--- config.mk ---
export PLATFORM = sky130hd
export DESIGN_NAME = lms_ctr_gpio_seq
export DESIGN_NICKNAME = d
export VERILOG_FILES = /design/src/rtl/lms_ctr_pkg.sv /design/src/rtl/lms_ctr_delay_cnt.sv /design/src/rtl/lms_ctr_gpio_seq.sv
export SDC_FILE = /design/constraint.sdc
export NUM_CORES = 1
export LEC_CHECK = 0
export ABC_AREA = 0
export BUFFER_PORTS_ARGS = -buffer_cell sky130_fd_sc_hd__clkbuf_2
export CORE_MARGIN = 4
export CORE_UTILIZATION = 55
export CTS_BUF_LIST = sky130_fd_sc_hd__clkbuf_16
export DETAILED_ROUTE_END_ITERATION = 7
export PLACE_DENSITY = 0.89
export SYNTH_ARGS = -nofsm -noshare
export SYNTH_HDL_FRONTEND = slang
export SYNTH_SLANG_ARGS = --single-unit
--- constraint.sdc ---
create_clock -name clk -period 2.25 [get_ports clk]
set_input_delay 0.1125 -clock clk [delete_from_list [all_inputs] [get_ports clk]]
set_output_delay 0.1125 -clock clk [all_outputs]
set_load 0.1 [all_outputs]
--- src/rtl/lms_ctr_pkg.sv ---
`default_nettype none
// ============================================================================
//  Module   : lms_ctr_pkg
//  Purpose  : Shared definitions for the LMS control GPIO / power-up
//             sequencer: register addresses, CTRL bit positions and the
//             sequencer state encoding (visible to software at CTRL b6:4).
//  Revision : 1.0  initial release
// ============================================================================
package lms_ctr_pkg;

    // Word addresses of the slave register map
    localparam logic [2:0] ADDR_DATA   = 3'd0;
    localparam logic [2:0] ADDR_CTRL   = 3'd1;
    localparam logic [2:0] ADDR_HOLD   = 3'd2;
    localparam logic [2:0] ADDR_SETTLE = 3'd3;
    localparam logic [2:0] ADDR_SET    = 3'd4;
    localparam logic [2:0] ADDR_CLR    = 3'd5;

    // CTRL write fields
    localparam int CTRL_START  = 0;
    localparam int CTRL_TGT_LO = 1;
    localparam int CTRL_TGT_HI = 3;
    localparam int CTRL_CLEAR  = 8;
    localparam int CTRL_IRQ_EN = 9;

    // CTRL read fields
    localparam int STAT_BUSY  = 0;
    localparam int STAT_DONE  = 1;
    localparam int STAT_ERR   = 2;
    localparam int STAT_ST_LO = 4;
    localparam int STAT_ST_HI = 6;

    // Sequencer states; the encoding is software visible
    typedef enum logic [2:0] {
        IDLE    = 3'd0,
        ASSERT  = 3'd1,
        HOLD    = 3'd2,
        RELEASE = 3'd3,
        SETTLE  = 3'd4,
        APPLY   = 3'd5
    } seq_state_t;

endpackage : lms_ctr_pkg
`default_nettype wire

--- src/rtl/lms_ctr_delay_cnt.sv ---
`default_nettype none
// ============================================================================
//  Module   : lms_ctr_delay_cnt
//  Purpose  : Loadable down-counter shared by the HOLD and SETTLE phases.
//             o_expired is high once the count has reached 1 (or 0), so a
//             load value of 0 or 1 both give a single-cycle phase.
//  Revision : 1.0  initial release
// ============================================================================
module lms_ctr_delay_cnt #(
    parameter int CNT_W = 16
) (
    input  logic             clk,
    input  logic             rst,
    input  logic             i_load,
    input  logic [CNT_W-1:0] i_load_val,
    input  logic             i_en,
    output logic             o_expired
);

    logic [CNT_W-1:0] r_cnt;

    // Load has priority over counting; the count saturates at zero
    always_ff @(posedge clk) begin
        if (rst) begin
            r_cnt <= '0;
        end else if (i_load) begin
            r_cnt <= i_load_val;
        end else if (i_en && (r_cnt != '0)) begin
            r_cnt <= r_cnt - CNT_W'(1);
        end
    end

    assign o_expired = (r_cnt <= CNT_W'(1));

endmodule : lms_ctr_delay_cnt
`default_nettype wire

--- src/rtl/lms_ctr_gpio_seq.sv ---
`default_nettype none
// ============================================================================
//  Module   : lms_ctr_gpio_seq
//  Purpose  : Avalon-MM slave owning the LMS7002 control GPIO
//             (b0 LMS_RESET active-low, b1 core LDO, b2 RXEN, b3 TXEN) with a
//             power-up sequencer: reset pulse, hold, release, settle, apply.
//             CPU writes and the sequencer share one output register; while
//             the sequencer is busy, CPU pin writes are dropped and flag ERR.
//  Option   : LMS_CTR_SEQ_AUTOSTART_EN - run the sequence once, straight out
//             of reset, with TARGET = RST_VAL[3:1].
//  Revision : 1.0  initial release
// ============================================================================
module lms_ctr_gpio_seq
    import lms_ctr_pkg::*;
#(
    parameter int                DATA_W     = 4,
    parameter logic [DATA_W-1:0] RST_VAL    = DATA_W'(4'h3),
    parameter int                CNT_W      = 16,
    parameter logic [CNT_W-1:0]  HOLD_DEF   = CNT_W'(100),
    parameter logic [CNT_W-1:0]  SETTLE_DEF = CNT_W'(1000)
) (
    input  logic              clk,
    input  logic              reset,
    input  logic [2:0]        address,
    input  logic              chipselect,
    input  logic              write_n,
    input  logic [31:0]       writedata,
    output logic [31:0]       readdata,
    output logic [DATA_W-1:0] out_port,
    output logic              irq
);

    seq_state_t        r_state;
    logic [DATA_W-1:0] r_out;
    logic              r_done;
    logic              r_err;
    logic              r_irq_en;
    logic [2:0]        r_target;
    logic [CNT_W-1:0]  r_hold;
    logic [CNT_W-1:0]  r_settle;

    logic              w_wr;
    logic              w_wr_data;
    logic              w_wr_ctrl;
    logic              w_wr_hold;
    logic              w_wr_settle;
    logic              w_wr_set;
    logic              w_wr_clr;
    logic              w_busy;
    logic              w_cpu_start;
    logic              w_start;
    logic [2:0]        w_start_target;
    logic              w_bus_violation;
    logic              w_cnt_load;
    logic              w_cnt_en;
    logic [CNT_W-1:0]  w_cnt_val;
    logic              w_cnt_expired;
    logic [31:0]       w_rd;
    logic              w_unused_wd;

    // ------------------------------------------------------------------
    // Bus decode
    // ------------------------------------------------------------------
    assign w_wr        = chipselect & ~write_n;
    assign w_wr_data   = w_wr & (address == ADDR_DATA);
    assign w_wr_ctrl   = w_wr & (address == ADDR_CTRL);
    assign w_wr_hold   = w_wr & (address == ADDR_HOLD);
    assign w_wr_settle = w_wr & (address == ADDR_SETTLE);
    assign w_wr_set    = w_wr & (address == ADDR_SET);
    assign w_wr_clr    = w_wr & (address == ADDR_CLR);

    assign w_busy      = (r_state != IDLE);
    assign w_cpu_start = w_wr_ctrl & writedata[CTRL_START];

    // Anything that would move the pins or restart the sequence mid-flight
    assign w_bus_violation = w_busy & (w_cpu_start | w_wr_data | w_wr_set | w_wr_clr);

    // Only a few writedata bits are decoded; fold the rest away
    assign w_unused_wd = ^writedata;

`ifdef LMS_CTR_SEQ_AUTOSTART_EN
    logic r_auto_pend;

    // One-shot start request that fires on the first cycle out of reset
    always_ff @(posedge clk) begin
        if (reset) begin
            r_auto_pend <= 1'b1;
        end else begin
            r_auto_pend <= 1'b0;
        end
    end

    assign w_start        = r_auto_pend | w_cpu_start;
    assign w_start_target = r_auto_pend ? RST_VAL[3:1]
                                        : writedata[CTRL_TGT_HI:CTRL_TGT_LO];
`else
    assign w_start        = w_cpu_start;
    assign w_start_target = writedata[CTRL_TGT_HI:CTRL_TGT_LO];
`endif

    // ------------------------------------------------------------------
    // Shared phase counter: loaded in ASSERT (HOLD) and RELEASE (SETTLE)
    // ------------------------------------------------------------------
    assign w_cnt_load = (r_state == ASSERT) | (r_state == RELEASE);
    assign w_cnt_en   = (r_state == HOLD)   | (r_state == SETTLE);
    assign w_cnt_val  = (r_state == ASSERT) ? r_hold : r_settle;

    lms_ctr_delay_cnt #(
        .CNT_W      (CNT_W)
    ) u_delay_cnt (
        .clk        (clk),
        .rst        (reset),
        .i_load     (w_cnt_load),
        .i_load_val (w_cnt_val),
        .i_en       (w_cnt_en),
        .o_expired  (w_cnt_expired)
    );

    // ------------------------------------------------------------------
    // Register file, pin register and sequencer; statements are ordered so
    // that a clear is overridden by an error or DONE raised in the same cycle
    // ------------------------------------------------------------------
    always_ff @(posedge clk) begin
        if (reset) begin
            r_state  <= IDLE;
            r_out    <= RST_VAL;
            r_done   <= 1'b0;
            r_err    <= 1'b0;
            r_irq_en <= 1'b0;
            r_target <= 3'd0;
            r_hold   <= HOLD_DEF;
            r_settle <= SETTLE_DEF;
        end else begin
            if (w_wr_ctrl) begin
                r_irq_en <= writedata[CTRL_IRQ_EN];
                if (writedata[CTRL_CLEAR]) begin
                    r_done <= 1'b0;
                    r_err  <= 1'b0;
                end
            end

            // Timing registers are always writable; the counter samples them at load
            if (w_wr_hold) begin
                r_hold <= writedata[CNT_W-1:0];
            end
            if (w_wr_settle) begin
                r_settle <= writedata[CNT_W-1:0];
            end

            if (w_bus_violation) begin
                r_err <= 1'b1;
            end

            case (r_state)
                IDLE: begin
                    if (w_start) begin
                        r_target <= w_start_target;
                        r_state  <= ASSERT;
                    end else if (w_wr_data) begin
                        r_out <= writedata[DATA_W-1:0];
                    end else if (w_wr_set) begin
                        r_out <= r_out | writedata[DATA_W-1:0];
                    end else if (w_wr_clr) begin
                        r_out <= r_out & ~writedata[DATA_W-1:0];
                    end
                end
                ASSERT: begin
                    r_out[0] <= 1'b0;
                    r_state  <= HOLD;
                end
                HOLD: begin
                    if (w_cnt_expired) begin
                        r_state <= RELEASE;
                    end
                end
                RELEASE: begin
                    r_out[0] <= 1'b1;
                    r_state  <= SETTLE;
                end
                SETTLE: begin
                    if (w_cnt_expired) begin
                        r_state <= APPLY;
                    end
                end
                APPLY: begin
                    r_out[3:1] <= r_target;
                    r_done     <= 1'b1;
                    r_state    <= IDLE;
                end
                default: begin
                    r_state <= IDLE;
                end
            endcase
        end
    end

    // ------------------------------------------------------------------
    // Zero-wait-state read mux
    // ------------------------------------------------------------------
    always_comb begin
        w_rd = '0;
        case (address)
            ADDR_DATA: begin
                w_rd[DATA_W-1:0] = r_out;
            end
            ADDR_CTRL: begin
                w_rd[STAT_BUSY]              = w_busy;
                w_rd[STAT_DONE]              = r_done;
                w_rd[STAT_ERR]               = r_err;
                w_rd[STAT_ST_HI:STAT_ST_LO]  = r_state;
                w_rd[CTRL_IRQ_EN]            = r_irq_en;
            end
            ADDR_HOLD: begin
                w_rd[CNT_W-1:0] = r_hold;
            end
            ADDR_SETTLE: begin
                w_rd[CNT_W-1:0] = r_settle;
            end
            default: begin
                w_rd = '0;
            end
        endcase
    end

    assign readdata = w_rd;
    assign out_port = r_out;
    assign irq      = r_done & r_irq_en;

endmodule : lms_ctr_gpio_seq
`default_nettype wire
==> results.tsv <==
metric	value	unit
power per standard cell area	733	nW/um2
Syn Std Cell Area	3580	um2
Worst setup EP type	primary output	
worst hold path class	input port to register	
Pre-antenna DRT Iters	5	
via count	3607	
setup_tns	0	ns
full die area	7860	um2
final hold vios	0	
Final Util	65.6	%
root buf cell	clkbuf_16	
FMAX	461	MHz
Setup WS post-layout	0.0818	ns
DP HPWL	6540	um
worst-margin pin slew	0.639	ns
n_diodes	0	
post-synthesis average cell area	8.13	um2
1st-iter DRT viols	395	
post-layout min period	2.17	ns
Yosys reg bits	61	
average wire per cell in the routed design	17.9	um
final setup vio count	0	
Synth cell types	63	
Total GRT Usage	26.4	%
H-tree depth	3	
CP Class	register to primary output	
Clock Skews	0.00497	ns
synth top area cells	dfxtp_1 (34%), nand2_1 (7.6%), mux2i_1 (5.6%), a21oi_1 (5.0%), buf_4 (3.6%)	
total grt overflow	0	
relative slew slack	57.4	%
number of global-route vias before repair	3295	
RSZ-0062 raised after global routing	false	
number of flops mapped to enable cells by yosys	0	
first-pass GRT wire length	16100	um
total CTS buffers	9	
initial cell density of the core	56.4	%
Top Family by Delay on Critical Path	simple AND/OR/NAND/NOR gates	
post-synth top area share	34.1	%
Place WS	0.195	ns
met3 Usage GRT	4.93	%
Yosys Warn Count	0	
Area Overhead vs Synth	16.4	%
initial antenna violation count	0	
pin count of the biggest net entering global routing	51	
nature of the critical path startpoint	register	
maximum buffer depth of the clock tree	2	
worst vdd ir	632	uV
CTS tree	yes	
final WL	10000	um
total setup buffers inserted after CTS	0	
hold_buf cts	0	
CP max stage cell	mux4_2	
layout cells sized above 1	22.0	%
Leakage	1.66	nW
met2 usage	43.7	%
Crit Path Max Fanout	8	
Finished Layout Cells	558	
IO Port Bufs	43	
CTS clk-pin slew, worst paths	0.06	ns
most frequent cells in the layout	nand2_1 (72), dfxtp_1 (60), clkbuf_2 (40), a21oi_1 (36), nor2_1 (24)	
Top FF cell, synth	dfxtp_1	
GR Util met1	32.6	%
Reg power frac	36.8	%
top cell type by total area after synthesis	dfxtp_1	
Final period util	96.4	%
Final nets	518	
register area share after synthesis	34.1	%
Clock power frac	46.0	%
DR DRC count	0	
Sink Count	61	
crit path DAT	2.06	ns
post-route ant nets	0	
GPL Wtd Cong	0.959	
post-placement cell count	542	
GRT busiest layer	met2	
ys async rst share	0	%
fin. max-slew vios	0	
CTS resizes	0	
Ports	76	
# rows	29	
most common cell after layout, fill and taps aside	nand2_1	
Synth Instances	440	
combinational power share	17.3	%
CP peak stage delay	0.46	ns
NetSw	964	uW
placed inst area	3860	um2
Tot Pwr	3.05	mW
Clk Latency, worst-skew pair	0.34	ns
die height	88.7	um
CP bufs+invs	2	
hold_ws	0.00711	ns
status	finished, final reports clean	
Die Width	88.7	um
crit path cell chain	buf_4, or3_1, mux4_2, nor2b_4, buf_12	
max-cap viol count	0	
vias per cell	6.46	
post-route cell area	4170	um2
core footprint	6350	um2
WP data required	2.14	ns
Sw Ratio	31.6	%
cell-internal power	2.09	mW
-- worst min-delay path, stage by stage --
cell and delay [ns]:
clkbuf_2 0.09, nand2_1 0.04, nand3_1 0.07
-- final timing paths --
check / from / endpoint / slack, ns / cells after the start
max: r_state[0] / readdata[0] / 0.08 / 5
max reg2reg: u_delay_cnt.r_cnt[12] / r_state[0] / 0.15 / 4
min: writedata[5] / r_settle[5] / 0.007 / 3
min reg2reg: r_settle[4] / r_settle[4] / 0.47 / 2
-- synthesized netlist by cell type, types with 4 or more instances --
library cell and n:
inv_1 9, nand2_1 72, buf_2 5, mux2i_1 20, buf_4 17, a21oi_1 36, nand4_1 10, clkbuf_1 20
nor2_1 27, and3_1 5, a22oi_1 4, buf_1 5, nand3_1 15, nor2b_1 13, dfxtp_1 61, mux2_2 7
a211oi_1 8, or3_1 4, a31oi_1 5, nor3_1 9, o211ai_1 4, or4_1 5, a311oi_1 9, o21ai_0 12
-- layer usage --
| metal | wire length (um) | vias up |
|---|---|---|
| li1 | - | 1643 |
| met3 | 947 | 31 |
| met4 | 298 | 0 |
| met5 | 0 | - |
| met1 | 3890 | 1692 |
| met2 | 4860 | 241 |
-- power groups by stage --
stage / Sequential (mW) / Combinational (mW) / Clock (mW)
floorplan: 1.16 / 0.413 / 0
global placement: 1.14 / 0.504 / 0
detailed placement: 1.14 / 0.515 / 0
CTS: 1.12 / 0.520 / 1.40
global route: 1.13 / 0.555 / 1.45
finish: 1.12 / 0.527 / 1.40
-- cell type report --
| type | instances | area, um2 |
|---|---|---|
| clock buffer | 9 | 225 |
| tap | 77 | 96.3 |
| clock inverter | 7 | 75.1 |
| fill | 458 | 2180 |
| multi-input combinational | 337 | 2150 |
| sequential | 61 | 1220 |
| timing repair buffer | 58 | 360 |
| inverter | 9 | 33.8 |
-- state kept, by name, summed over array words and instances (netlist names), named ones only --
name / count
r_target: 3
r_hold: 16
u_delay_cnt.r_cnt: 16
r_state: 3
r_settle: 16
r_done: 1
r_err: 1
r_irq_en: 1
-- kinds of logic after synthesis --
| family | Yosys count | synth area share [%] |
|---|---|---|
| flops | 61 | 34.1 |
| fa+ha+maj | 3 | 1.05 |
| other cells | 1 | 0.105 |
| mux | 30 | 9.69 |
| xor+xnor | 3 | 0.944 |
| buf+inv | 57 | 7.97 |
| simple gates | 188 | 27.8 |
| compound gates | 97 | 18.3 |
No activity file was read; power rests on OpenSTA's default activity.
